[config.mk]
export PLATFORM = sky130hd
export DESIGN_NAME = median_rank_filter_flat
export DESIGN_NICKNAME = d
export VERILOG_FILES = /design/src/rtl/median_pkg.sv /design/src/rtl/median_rank_filter_if.sv /design/src/rtl/median_rank_filter_chk.sv /design/src/rtl/median_slot.sv /design/src/rtl/median_rank_filter.sv /design/src/flat_wrapper.sv
export SDC_FILE = /design/constraint.sdc
export NUM_CORES = 1
export LEC_CHECK = 0
export CELL_PAD_IN_SITES_DETAIL_PLACEMENT = 1
export CELL_PAD_IN_SITES_GLOBAL_PLACEMENT = 1
export CORE_MARGIN = 4
export CORE_UTILIZATION = 30
export CTS_BUF_LIST = sky130_fd_sc_hd__clkbuf_2 sky130_fd_sc_hd__clkbuf_4 sky130_fd_sc_hd__clkbuf_8
export CTS_CLUSTER_SIZE = 10
export DETAILED_ROUTE_END_ITERATION = 10
export PLACE_DENSITY_LB_ADDON = 0.1
export SYNTH_ARGS = -nofsm -noshare
export SYNTH_HDL_FRONTEND = slang
export SYNTH_SLANG_ARGS = --single-unit
[constraint.sdc]
create_clock -name CLK -period 4.8 [get_ports CLK]
set_clock_uncertainty 0.1 [all_clocks]
set_input_delay 0.72 -clock CLK [delete_from_list [all_inputs] [get_ports CLK]]
set_output_delay 0.72 -clock CLK [all_outputs]
set_load 0.05 [all_outputs]
[src/rtl/median_pkg.sv]
// -----------------------------------------------------------------------------
// median_pkg
// Shared definitions for the rank filter:
//   - MEDIAN_WIDTH / median_sample_t : default sample width and sample type
//   - RANK_MIN, rank_med(), rank_max() : rank select helpers
//   - median_window_legal()          : legal window sizes (odd, 3..25)
// -----------------------------------------------------------------------------
package median_pkg;

    localparam int MEDIAN_WIDTH = 8;
    localparam int MEDIAN_N_MIN = 3;
    localparam int MEDIAN_N_MAX = 25;

    typedef logic [MEDIAN_WIDTH-1:0] median_sample_t;

    localparam int RANK_MIN = 0;

    function automatic int rank_med(input int n);
        return (n - 1) / 2;
    endfunction

    function automatic int rank_max(input int n);
        return n - 1;
    endfunction

    function automatic bit median_window_legal(input int n);
        return ((n % 2) == 1) && (n >= MEDIAN_N_MIN) && (n <= MEDIAN_N_MAX);
    endfunction

endpackage

[src/rtl/median_rank_filter_if.sv]
// -----------------------------------------------------------------------------
// median_rank_filter_if
// Streaming bus between the window streamer (master) and the rank filter
// (slave).
//   DI   : sample, valid while DSI=1
//   DSI  : sample strobe
//   RANK : selected rank, taken with the last sample of a window
//   DO   : selected-rank result, held until the next result
//   DSO  : one-cycle pulse marking a new DO
//   ERR  : window-abort pulse, only when MEDIAN_GAP_ABORT_EN is defined
// -----------------------------------------------------------------------------
interface median_rank_filter_if #(
    parameter int WIDTH = 8,
    parameter int N     = 9,
    localparam int RW   = $clog2(N)
);
    logic [WIDTH-1:0] DI;
    logic             DSI;
    logic [RW-1:0]    RANK;
    logic [WIDTH-1:0] DO;
    logic             DSO;
`ifdef MEDIAN_GAP_ABORT_EN
    logic             ERR;

    modport master (output DI, DSI, RANK, input DO, DSO, ERR);
    modport slave  (input DI, DSI, RANK, output DO, DSO, ERR);
`else
    modport master (output DI, DSI, RANK, input DO, DSO);
    modport slave  (input DI, DSI, RANK, output DO, DSO);
`endif
endinterface

[src/rtl/median_rank_filter_chk.sv]
// -----------------------------------------------------------------------------
// median_rank_filter_chk
// Checks for the rank filter: window size legality at elaboration and
// the single-cycle nature of the DSO pulse during operation.
//   CLK, RST : filter clock and synchronous reset
//   dso      : the filter's DSO output
// -----------------------------------------------------------------------------
module median_rank_filter_chk
    import median_pkg::*;
#(
    parameter int N = 9
) (
    input logic CLK,
    input logic RST,
    input logic dso
);

    if (!median_window_legal(N)) begin : g_bad_n
        $error("median_rank_filter: N=%0d must be odd and within 3..25", N);
    end

    logic dso_q_r;

    // Remember last cycle's DSO.
    always_ff @(posedge CLK) begin
        if (RST) begin
            dso_q_r <= 1'b0;
        end else begin
            dso_q_r <= dso;
        end
    end

    // With N >= 3, two results can never be one cycle apart.
    always_ff @(posedge CLK) begin
        if (!RST && dso_q_r) begin
            assert (!dso) else $error("median_rank_filter: DSO high two cycles in a row");
        end
    end

endmodule

[src/rtl/median_slot.sv]
// -----------------------------------------------------------------------------
// median_slot
// One compare-and-shift cell of the ascending insertion array.
//   x        : incoming sample
//   own_*    : this slot's current value/valid
//   low_*    : lower neighbour's current value/valid
//   first    : this is slot 0 (no lower neighbour)
//   nxt_*    : value/valid this slot takes when a sample is inserted
// An invalid slot behaves as +infinity; equal values stay ahead of x, so
// a new duplicate lands after the existing ones.
// -----------------------------------------------------------------------------
module median_slot
    import median_pkg::*;
#(
    parameter int WIDTH = MEDIAN_WIDTH
) (
    input  logic [WIDTH-1:0] x,
    input  logic [WIDTH-1:0] own_val,
    input  logic             own_vld,
    input  logic [WIDTH-1:0] low_val,
    input  logic             low_vld,
    input  logic             first,
    output logic [WIDTH-1:0] nxt_val,
    output logic             nxt_vld
);

    logic keep_s;
    logic take_x_s;

    // Decide whether to keep, take the new sample, or shift up the neighbour.
    always_comb begin
        keep_s   = own_vld && (own_val <= x);
        take_x_s = first || (low_vld && (low_val <= x));
        nxt_val  = own_val;
        nxt_vld  = own_vld;
        if (keep_s) begin
            nxt_val = own_val;
            nxt_vld = 1'b1;
        end else if (take_x_s) begin
            nxt_val = x;
            nxt_vld = 1'b1;
        end else begin
            nxt_val = low_val;
            nxt_vld = low_vld;
        end
    end

endmodule

[src/rtl/median_rank_filter.sv]
// -----------------------------------------------------------------------------
// median_rank_filter
// Collects a window of N samples, one per DSI=1 cycle, into an ascending
// insertion-sorted array and outputs the sample of the chosen rank one
// cycle after the last sample of the window.
//   CLK  : clock, rising edge
//   RST  : synchronous active-high reset
//   bus  : median_rank_filter_if.slave (DI, DSI, RANK in; DO, DSO[, ERR] out)
// Build option MEDIAN_GAP_ABORT_EN: a DSI=0 cycle inside a window aborts
// it and pulses ERR; without it a gap only pauses accumulation.
// -----------------------------------------------------------------------------
module median_rank_filter
    import median_pkg::*;
#(
    parameter int WIDTH = MEDIAN_WIDTH,
    parameter int N     = 9,
    localparam int RW   = $clog2(N)
) (
    input  logic               CLK,
    input  logic               RST,
    median_rank_filter_if.slave bus
);

    localparam logic [RW-1:0] LAST_IDX = RW'(rank_max(N));

    logic [WIDTH-1:0] val_r [N];
    logic [N-1:0]     vld_r;
    logic [RW-1:0]    cnt_r;
    logic [WIDTH-1:0] do_r;
    logic             dso_r;
`ifdef MEDIAN_GAP_ABORT_EN
    logic             err_r;
`endif

    logic [WIDTH-1:0] nxt_val_s [N];
    logic [N-1:0]     nxt_vld_s;
    logic [N-1:0]     eff_vld_s;
    logic [RW-1:0]    rank_sat_s;
    logic             last_s;

    // A new window sees an empty array, so no clear cycle is needed between windows.
    always_comb begin
        if (cnt_r == {RW{1'b0}}) begin
            eff_vld_s = {N{1'b0}};
        end else begin
            eff_vld_s = vld_r;
        end
    end

    // Saturate out-of-range ranks to the maximum and flag the closing sample.
    always_comb begin
        if (bus.RANK > LAST_IDX) begin
            rank_sat_s = LAST_IDX;
        end else begin
            rank_sat_s = bus.RANK;
        end
        last_s = bus.DSI && (cnt_r == LAST_IDX);
    end

    for (genvar i = 0; i < N; i++) begin : g_slot
        if (i == 0) begin : g_first
            median_slot #(.WIDTH(WIDTH)) u_slot (
                .x       (bus.DI),
                .own_val (val_r[0]),
                .own_vld (eff_vld_s[0]),
                .low_val (bus.DI),
                .low_vld (1'b0),
                .first   (1'b1),
                .nxt_val (nxt_val_s[0]),
                .nxt_vld (nxt_vld_s[0])
            );
        end else begin : g_rest
            median_slot #(.WIDTH(WIDTH)) u_slot (
                .x       (bus.DI),
                .own_val (val_r[i]),
                .own_vld (eff_vld_s[i]),
                .low_val (val_r[i-1]),
                .low_vld (eff_vld_s[i-1]),
                .first   (1'b0),
                .nxt_val (nxt_val_s[i]),
                .nxt_vld (nxt_vld_s[i])
            );
        end
    end

    // Sample array: updated on every accepted sample.
    always_ff @(posedge CLK) begin
        if (RST) begin
            for (int i = 0; i < N; i++) begin
                val_r[i] <= {WIDTH{1'b0}};
            end
        end else if (bus.DSI) begin
            for (int i = 0; i < N; i++) begin
                val_r[i] <= nxt_val_s[i];
            end
        end
    end

    // Window control: valid bits, sample count, result and strobes.
    always_ff @(posedge CLK) begin
        if (RST) begin
            vld_r <= {N{1'b0}};
            cnt_r <= {RW{1'b0}};
            do_r  <= {WIDTH{1'b0}};
            dso_r <= 1'b0;
`ifdef MEDIAN_GAP_ABORT_EN
            err_r <= 1'b0;
`endif
        end else begin
            dso_r <= 1'b0;
`ifdef MEDIAN_GAP_ABORT_EN
            err_r <= 1'b0;
`endif
            if (bus.DSI) begin
                vld_r <= nxt_vld_s;
                if (last_s) begin
                    // Result comes from the array including the closing sample.
                    do_r  <= nxt_val_s[rank_sat_s];
                    dso_r <= 1'b1;
                    cnt_r <= {RW{1'b0}};
                end else begin
                    cnt_r <= cnt_r + RW'(1);
                end
            end
`ifdef MEDIAN_GAP_ABORT_EN
            else if (cnt_r != {RW{1'b0}}) begin
                vld_r <= {N{1'b0}};
                cnt_r <= {RW{1'b0}};
                err_r <= 1'b1;
            end
`endif
        end
    end

    assign bus.DO  = do_r;
    assign bus.DSO = dso_r;
`ifdef MEDIAN_GAP_ABORT_EN
    assign bus.ERR = err_r;
`endif

    median_rank_filter_chk #(.N(N)) u_chk (
        .CLK (CLK),
        .RST (RST),
        .dso (dso_r)
    );

endmodule
[src/flat_wrapper.sv]
// flat-port wrapper written by rule: the top's interface ports become plain ports
module median_rank_filter_flat import median_pkg::*;
#(
    parameter int WIDTH = MEDIAN_WIDTH,
    parameter int N     = 9,
    localparam int RW   = $clog2(N)
)
  (CLK, RST, bus_DI, bus_DSI, bus_RANK, bus_DO, bus_DSO);
  median_rank_filter_if #(.WIDTH(WIDTH), .N(N)) bus_i ();
  input  logic CLK;
  input  logic RST;
  input wire logic [$bits(bus_i.DI)-1:0] bus_DI;
  input wire logic [$bits(bus_i.DSI)-1:0] bus_DSI;
  input wire logic [$bits(bus_i.RANK)-1:0] bus_RANK;
  output wire logic [$bits(bus_i.DO)-1:0] bus_DO;
  output wire logic [$bits(bus_i.DSO)-1:0] bus_DSO;
  assign bus_i.DI = bus_DI;
  assign bus_i.DSI = bus_DSI;
  assign bus_i.RANK = bus_RANK;
  assign bus_DO = bus_i.DO;
  assign bus_DSO = bus_i.DSO;
  median_rank_filter #(.WIDTH(WIDTH), .N(N)) u_core (.CLK(CLK), .RST(RST), .bus(bus_i));
endmodule
# After elaboration in Yosys (flattened, before gate mapping)
# Memory sizes are Yosys's and may differ from the RTL's.
# Index checks and enable logic that the tools add are counted.
dict set report word_totals {
  ff_bits 22
  ram_bits 72
  latchBits 0
  rom_bits 0
  memories 1
}
# name depth width read_ports rd_ports_with_merged_regs write_ports line
set mem_list {}
lappend mem_list {u_core.val_r 9 8 9 0 9 median_rank_filter.sv:26} ;# logic [WIDTH-1:0] val_r [N];
dict set report op_classes {
  muxes 54
  n_div 0
  n_reduce_logical 13
  multipliers 0
  bitwise 11
  n_eq_ne 1
  shift 0
  magnitude_cmp 11
  n_addsub 1
}
# cell count
set op_table {}
lappend op_table {{8-bit two-way mux} 28}
lappend op_table {{8-bit less-or-equal comparator} 9}
lappend op_table {{8-bit binary-select mux with 4-bit select} 1}
lappend op_table {{1-bit two-way mux} 22}
lappend op_table {{1-bit logical AND} 10}
lappend op_table {{9-bit two-way mux} 1}
lappend op_table {{1-bit OR} 9}
lappend op_table {{4-bit two-way mux} 2}
lappend op_table {{5-bit greater-or-equal comparator, second input constant} 1}
lappend op_table {{4-bit NOT with 5-bit output} 1}
lappend op_table {{4-bit by 1-bit adder with 4-bit output, second input constant} 1}
lappend op_table {{4-bit equality test, second input constant} 1}
lappend op_table {{4-bit > comparator, second input constant} 1}
lappend op_table {{4-bit logical NOT} 1}
lappend op_table {{2-bit AND reduction} 1}
lappend op_table {{2-bit OR reduction} 1}
lappend op_table {{1-bit NOT} 1}

# Depth between registers and ports, before layout
# Gate-level depths: netlist of run 1.
dict set report logic_depth {
  depth_word 8
  mapped_depth 14
}

# Hierarchy
# A second synthesis of run 1 with hierarchy kept.
dict set report unflattened {
  cells_unflattened 932
  area_unflattened_um2 10221.1
}
# mod seq_area_each_um2 instances cells_each area_per_inst_um2
set by_module_without_submodules {}
lappend by_module_without_submodules {median_slot 0.0 9 70 675.6}
lappend by_module_without_submodules {median_rank_filter 2602.5 1 302 4140.2}

# Least setup slack after synthesis of run 1
# No wires, ideal clock.
dict set report synth_timing {
  path_kind {input -> register}
  startpoint {in bus_DSI}
  endpoint {reg u_core.vld_r[1]}
  setup_time_ps 118
  cell_stages 5
  arrival_time_ps 3760
  setup_slack_ps 822
  required_time_ps 4582
  cell_sequence {clkbuf_1 -> or2_2 -> clkbuf_1 -> o31ai_1 -> a22o_1}
}
# item line
set synth_rtl {}
lappend synth_rtl {{start: declaration} flat_wrapper.sv:13} ;# input wire logic [$bits(bus_i.DSI)-1:0] bus_DSI;
lappend synth_rtl {{end signal: assignment} median_rank_filter.sv:102} ;# vld_r <= {N{1'b0}};
lappend synth_rtl {{end signal: assignment} median_rank_filter.sv:115} ;# vld_r <= nxt_vld_s;
lappend synth_rtl {{end: declaration} median_rank_filter.sv:27} ;# logic [N-1:0] vld_r;

# Worst setup path in the final report of run 1
dict set report layout_timing {
  startpoint {in bus_DI[4]}
  endpoint {reg u_core.do_r[2], in the netlist u_core.bus.DO[2]}
}
dict set report layout_between {
  elab_chain_len 7
  word_cells_on_any_way 38
}
# item line
set layout_lines {}
lappend layout_lines {{start: declaration} flat_wrapper.sv:12} ;# input wire logic [$bits(bus_i.DI)-1:0] bus_DI;
lappend layout_lines {{8-bit less-or-equal comparator} {median_slot.sv:32, median_slot.sv:33}}
lappend layout_lines {{1-bit logical AND} {median_slot.sv:32, median_slot.sv:33}}
lappend layout_lines {{8-bit two-way mux} median_slot.sv:39} ;# end else if (take_x_s) begin
lappend layout_lines {{8-bit two-way mux} median_slot.sv:36} ;# if (keep_s) begin
lappend layout_lines {{8-bit binary-select mux with 4-bit select *} median_rank_filter.sv:118} ;# do_r <= nxt_val_s[rank_sat_s];
lappend layout_lines {{8-bit two-way mux (implied by the code) * (2 in series)} median_rank_filter.sv:118}
lappend layout_lines {{end signal: assignment} median_rank_filter.sv:104} ;# do_r <= {WIDTH{1'b0}};
lappend layout_lines {{end signal: assignment} median_rank_filter.sv:118}
lappend layout_lines {{end: declaration} median_rank_filter.sv:29} ;# logic [WIDTH-1:0] do_r;
# Mark *: on every way between the ends. The rest lies on a longest branch, timed or not. The select of a mux whose other input is x is not followed.
# A chain may end at the register's enable or synchronous reset.

==> flow_metrics.env, run 1 <==
export IMPL_status="finished, final reports clean"
export IMPL_reg2reg_depth=9
export IMPL_slowest_delay_ns=0.58
export IMPL_vias=7197
export IMPL_port_buffers=23
export IMPL_fin_hold_ws_ns=0.396
export IMPL_end_kind="flop"
export IMPL_met3_usage=0.0290
export IMPL_viasPerCell=6.00
export IMPL_finalCriticalPeriod_ns=4.14
export IMPL_synthCells=841
export IMPL_fin_cells=1199
export IMPL_vdd_ir_drop_worst_v=0.000124
export IMPL_nets=958
export IMPL_worst_pin_slew_ns=1.10
export IMPL_dp_cells=1182
export IMPL_grtUsageMet2=0.359
export IMPL_maxCapViolCount=0
export IMPL_cts_tree="built"
export IMPL_post_cts_resized=0
export IMPL_hold_violations=0
export IMPL_setup_viol=0
export IMPL_wl_um=31600
export IMPL_maxSlewHeadroom=0.263
export IMPL_rsz0062_at_grt="no"
export IMPL_ant_nets=0
export IMPL_cp_start_kind="input port"
export IMPL_post_cts_buffers=0
export IMPL_synth_compound_area_share=0.265
export IMPL_postPlaceCellArea_um2=8350
export IMPL_clk_pin_slew_ns=0.11
export IMPL_critPathSlowestCell="or3_4"
export IMPL_synth_seq_cells=94
export IMPL_worstSetupPathType="input port to flop"
export IMPL_fp_row_count=57
export IMPL_path_max_fanout=30
export IMPL_nFillCells=2868
export IMPL_synth_ff_type="edfxtp_1"
export IMPL_grt_pass1_vias=7395
export IMPL_holdPathEnd="u_core.vld_r[8]"
export IMPL_wire_per_inst_um=26.4
export IMPL_drtIter0Drc=607
export IMPL_clkSinkCount=94
export IMPL_path_buf_inv=2
export IMPL_place_congestion=0.868
export IMPL_synth_async_reset_ratio=0
export IMPL_clock_path_buffers=2
export IMPL_antenna_found_initial=0
export IMPL_htree_levels=3
export IMPL_ff_latch_area_um2=2600
export IMPL_post_dp_hpwl_um=23400
export IMPL_required_ns=5.00
export IMPL_fmax_ghz=0.242
export IMPL_cts_hold_buffers_added=0
export IMPL_final_cell_mix="89 x nor2_1, 74 x ha_1, 72 x edfxtp_1"
export IMPL_finalCritPeriodShare=0.862
export IMPL_synth_fa_ha_area_frac=0.122
export IMPL_setup_tns_ns=0
export IMPL_synth_nets=930
export IMPL_grt_busiest_layer="met2"
export IMPL_io_pins=24
export IMPL_yosys_warnings=0
export IMPL_synth_edf_count=72
export IMPL_initial_core_util=0.309
export IMPL_hold_path_class="flop to flop"
export IMPL_layout_drive_gt1_share=0.110
export IMPL_slew_viol_final=0
export IMPL_powerDensity_nw_per_um2=237
export IMPL_grt_max_degree=44
export IMPL_synth_top_family_by_area="compound AO/OA/AOI/OAI gates"
export IMPL_p_leak_nw=3.28
export IMPL_crit_family="compound AO/OA/AOI/OAI gates"
export IMPL_die_height_um=167
export IMPL_multi_input_area_um2=4620
export IMPL_final_common_cell="nor2_1"
export IMPL_synthToLayoutAreaGrowth_pct=12.8
export IMPL_grt_pass1_wl_um=47500
export IMPL_synthSimpleGateAreaFrac=0.178
export IMPL_r2r_start="u_core.val_r[0][15]"
export IMPL_synth_area_per_cell_um2=9.03
export IMPL_cts_made_buffers=9
export IMPL_netlist_area_um2=7600
export IMPL_synth_mux_area_frac=0.0405
export IMPL_drc_errors=0
export IMPL_dieWidth_um=167
export IMPL_grt_overflow=0
export IMPL_final_area_um2=8570
export IMPL_holdCritStartpoint="u_core.vld_r[8]"
export IMPL_clk_latency_ns=0.39
export IMPL_crit_path_cell_trace="clkdlybuf4s50_1, inv_1, ha_1, nand4_1, nor2_2, a211oi_2, or3_4, a211oi_1, o22a_1, o211ai_1, o31a_1"
export IMPL_dr_pass1_iters=5
export IMPL_yosysSeqAreaShare=0.343
export IMPL_grt_use_total=0.224
export IMPL_worstPathArrival_ns=4.34
export IMPL_min_path_cells=1
export IMPL_synth_xor_area_share=0.00231
export IMPL_synth_cell_type_count=79
export IMPL_reg2reg_setup_slack_ns=1.37
export IMPL_r2r_end="u_core.bus.DO[2]"
export IMPL_gr_usage_met1=0.309
export IMPL_core_area_um2=24600
export IMPL_die_area_um2=27900
export IMPL_clockRootBuffer="clkbuf_8"
-- worst max path at each step --
stage                       end       from  slack [ns]  cells past startpoint
6_report       u_core.bus.DO[2]  bus_DI[4]        0.66                     11
5_1_grt        u_core.bus.DO[2]  bus_DI[4]        0.58                     11
3_5_place_dp   u_core.bus.DO[2]  bus_DI[4]        0.22                     11
2_1_floorplan   u_core.vld_r[1]    bus_DSI        0.82                      5
3_3_place_gp   u_core.bus.DO[2]  bus_DI[4]        0.24                     11
4_1_cts        u_core.bus.DO[2]  bus_DI[4]        0.65                     11
-- sequential cells by signal, summed over array words and instances, names as in the netlist --
| signal | flops |
|---|---|
| u_core.bus.DO | 8 |
| u_core.bus.DSO | 1 |
| u_core.val_r | 72 |
| u_core.vld_r | 9 |
| u_core.cnt_r | 4 |
-- cell usage after synthesis, types with 8 or more instances --
| cell | n | area [um^2] |
|---|---|---|
| o31a_1 | 8 | 70.1 |
| a31oi_1 | 17 | 106 |
| buf_2 | 13 | 65.1 |
| nor2_1 | 89 | 334 |
| a211oi_1 | 29 | 218 |
| and2_1 | 12 | 75.1 |
| a21oi_1 | 65 | 325 |
| edfxtp_1 | 72 | 2160 |
| a21o_1 | 8 | 60.1 |
| nor3_1 | 21 | 105 |
| nor4_1 | 8 | 50.1 |
| nand2b_1 | 9 | 56.3 |
| a311oi_1 | 12 | 105 |
| nand4_1 | 17 | 106 |
| nand3_1 | 15 | 75.1 |
| nand2_1 | 70 | 263 |
| mux2i_1 | 24 | 240 |
| inv_1 | 23 | 86.3 |
| o31ai_1 | 11 | 82.6 |
| ha_1 | 74 | 926 |
| nor2b_1 | 10 | 62.6 |
| o221ai_1 | 8 | 70.1 |
| o21ai_0 | 40 | 200 |
| o211ai_1 | 18 | 135 |
| dfxtp_1 | 22 | 440 |
| clkbuf_1 | 27 | 101 |
-- final cells by class --
| cell class | count | area share |
|---|---|---|
| clock inverter | 6 | 0.0101 |
| tap | 324 | 0.0473 |
| timing repair buffer | 71 | 0.0733 |
| multi-input combinational | 668 | 0.539 |
| inverter | 25 | 0.0109 |
| antenna | 1 | 0.000292 |
| sequential | 94 | 0.304 |
| clock buffer | 10 | 0.0153 |
-- kinds of logic after synthesis --
family | count (synthesis)
mux | 28
simple gates | 279
buf+inv | 79
compound gates | 285
fa+ha+maj | 74
xor+xnor | 2
flops | 94
-- report_power, final --
| group | switching [W] | total [W] | internal, W |
|---|---|---|---|
| logic | 0.000270 | 0.000422 | 0.000152 |
| registers | 0.0000572 | 0.000979 | 0.000922 |
| clock network | 0.000334 | 0.000633 | 0.000299 |
| total | 0.000661 | 0.00203 | 0.00137 |
-- layer usage --
metal / vias to the layer above / share of wire
li1: 3310 / -
met1: 3645 / 0.46
met2: 188 / 0.46
met3: 54 / 0.041
met4: 0 / 0.037
met5: - / 0
-- metrics by stage --
step | setup WS, ns | total power, W | util
after floorplan | 0.822 | 0.00123 | -
after global placement | 0.235 | 0.00140 | 0.339
after detailed placement | 0.224 | 0.00142 | 0.339
after CTS | 0.646 | 0.00204 | 0.348
after global routing | 0.577 | 0.00213 | 0.348
final | 0.661 | 0.00203 | 0.348
No activity file was read; power rests on OpenSTA's default activity.
==> run 2, diff against run 1 <==
==> constraint.sdc (replaced) <==
create_clock -name CLK -period 5.3 [get_ports CLK]
set_clock_uncertainty 0.1 [all_clocks]
set_input_delay 0.795 -clock CLK [delete_from_list [all_inputs] [get_ports CLK]]
set_output_delay 0.795 -clock CLK [all_outputs]
set_load 0.05 [all_outputs]
==> flow_metrics.env, run 2 (synthesized netlist as in run 1, its figures left out) <==
export IMPL_wl_met3_um=1190
export IMPL_worst_pin_slew_ns=1.17
export IMPL_finalCritPeriodShare=0.891
export IMPL_maxCapViolCount=0
export IMPL_slew_viol_final=0
export IMPL_hold_path_class="flop to flop"
export IMPL_seqPwrFrac=0.493
export IMPL_met2WireLength_um=15200
export IMPL_finalCriticalPeriod_ns=4.72
export IMPL_rsz0062_at_grt="no"
export IMPL_final_core_util=0.342
export IMPL_grt_overflow=0
export IMPL_grt_pass1_wl_um=47300
export IMPL_num_antenna_cells=0
export IMPL_maxSlewHeadroom=0.223
export IMPL_clock_path_buffers=2
export IMPL_r2r_start="u_core.val_r[0][57]"
export IMPL_status="finished, final reports clean"
export IMPL_fp_row_count=57
export IMPL_fin_cells=1185
export IMPL_p_leak_nw=3.18
export IMPL_powerDensity_nw_per_um2=213
export IMPL_worstPathArrival_ns=4.92
export IMPL_cp_start_kind="input port"
export IMPL_final_common_cell="nor2_1"
export IMPL_dieWidth_um=167
export IMPL_setup_viol=0
export IMPL_grt_use_total=0.222
export IMPL_required_ns=5.49
export IMPL_port_buffers=23
export IMPL_ant_nets=0
export IMPL_wire_per_inst_um=26.8
export IMPL_path_max_fanout=24
export IMPL_die_height_um=167
export IMPL_dp_cells=1169
export IMPL_p_int_w=0.00119
export IMPL_reg2reg_setup_slack_ns=1.62
export IMPL_drtIter0Drc=555
export IMPL_clk_pin_slew_ns=0.12
export IMPL_die_area_um2=27900
export IMPL_cts_made_buffers=9
export IMPL_p_comb_frac=0.211
export IMPL_layout_drive_gt1_share=0.0964
export IMPL_setup_tns_ns=0
export IMPL_post_dp_hpwl_um=23000
export IMPL_final_cell_mix="89 x nor2_1, 74 x ha_1, 72 x edfxtp_1"
export IMPL_grt_pass1_vias=7397
export IMPL_clockPowerShare=0.296
export IMPL_hold_violations=0
export IMPL_worstSetupPathType="input port to flop"
export IMPL_regMostFlops="u_core.val_r"
export IMPL_drc_errors=0
export IMPL_nets=945
export IMPL_post_cts_resized=0
export IMPL_wl_met1_um=14600
export IMPL_clockRootBuffer="clkbuf_8"
export IMPL_fmax_ghz=0.212
export IMPL_io_pins=24
export IMPL_htree_levels=3
export IMPL_top_layer="met4"
export IMPL_end_kind="flop"
export IMPL_r2r_end="u_core.bus.DO[7]"
export IMPL_dr_pass1_iters=6
export IMPL_vdd_ir_drop_worst_v=0.000124
export IMPL_cts_hold_buffers_added=0
export IMPL_reg2reg_depth=9
export IMPL_core_area_um2=24600
export IMPL_largest_reg_flops=72
export IMPL_startpoint="bus_DI[3]"
export IMPL_switchingPower_w=0.000599
export IMPL_wl_um=31800
export IMPL_clk_latency_ns=0.41
export IMPL_worstSetupEndpoint="u_core.bus.DO[2]"
export IMPL_synthToLayoutAreaGrowth_pct=10.7
export IMPL_initial_core_util=0.309
export IMPL_vias=7093
export IMPL_cts_tree="built"
export IMPL_post_cts_buffers=0
export IMPL_viasPerCell=5.99
export IMPL_place_congestion=0.873
export IMPL_clkSinkCount=94
export IMPL_antenna_found_initial=1
export IMPL_switching_share=0.335
export IMPL_grt_max_degree=55
run 2: changes by cell type in the layout (fill, tap and decap cells not counted):
cell        change
diode_2         -1
clkinvlp_4      +2
buf_12          -3
bufinv_16       -1
clkinv_4        -1
buf_4          -10
run 2: worst min-delay path by stage:
| stage | start | to | slack (ns) | cells after the start |
|---|---|---|---|---|
| floorplan | u_core.vld_r[8] | u_core.vld_r[8] | 0.34 | 1 |
| global placement | u_core.vld_r[8] | u_core.vld_r[8] | 0.37 | 1 |
| detailed placement | u_core.vld_r[8] | u_core.vld_r[8] | 0.38 | 1 |
| CTS | u_core.vld_r[8] | u_core.vld_r[8] | 0.41 | 1 |
| global route | u_core.vld_r[8] | u_core.vld_r[8] | 0.44 | 1 |
| finish | u_core.vld_r[8] | u_core.vld_r[8] | 0.41 | 1 |
run 2: critical path, stage by stage:
cell	delay, ns
clkdlybuf4s50_1	0.43
inv_1	0.47
buf_4	0.32
ha_1	0.28
and4_1	0.23
nor2_1	0.10
a21boi_1	0.46
or2_1	0.77
o21ai_0	0.26
a21oi_2	0.23
o211ai_1	0.21
o31a_1	0.34
run 2: cell type report:
class	instances	area, um^2
flip-flops and latches	94	2600
clock inverters	6	62.6
fillers	2875	16200
multi-input cells	668	4620
inverters	25	93.8
well taps	324	405
repair buffers	58	493
clock buffers	10	131
run 2: per-layer routing:
metal,vias up,global-route usage
li1,3276,-
met1,3610,0.303
met2,169,0.375
met3,38,0.0240
met4,0,0.0630
met5,-,0
run 2: per-stage QoR:
stage | area [um^2] | hold slack (ns) | power, W | setup WS [ns]
floorplan | 7600 | 0.342 | 0.00111 | 1.25
global placement | 8220 | 0.368 | 0.00126 | 0.251
detailed placement | 8220 | 0.381 | 0.00127 | 0.147
CTS | 8410 | 0.413 | 0.00180 | 0.559
global route | 8410 | 0.440 | 0.00187 | 0.365
finish | 8410 | 0.407 | 0.00179 | 0.578
run 2: power groups by stage:
stage | Sequential, W | Clock (W) | Combinational (W)
6_report | 0.000882 | 0.000529 | 0.000377
5_1_grt | 0.000886 | 0.000569 | 0.000413
4_1_cts | 0.000881 | 0.000541 | 0.000376
3_5_place_dp | 0.000898 | 0 | 0.000374
3_3_place_gp | 0.000897 | 0 | 0.000359
2_1_floorplan | 0.000877 | 0 | 0.000234
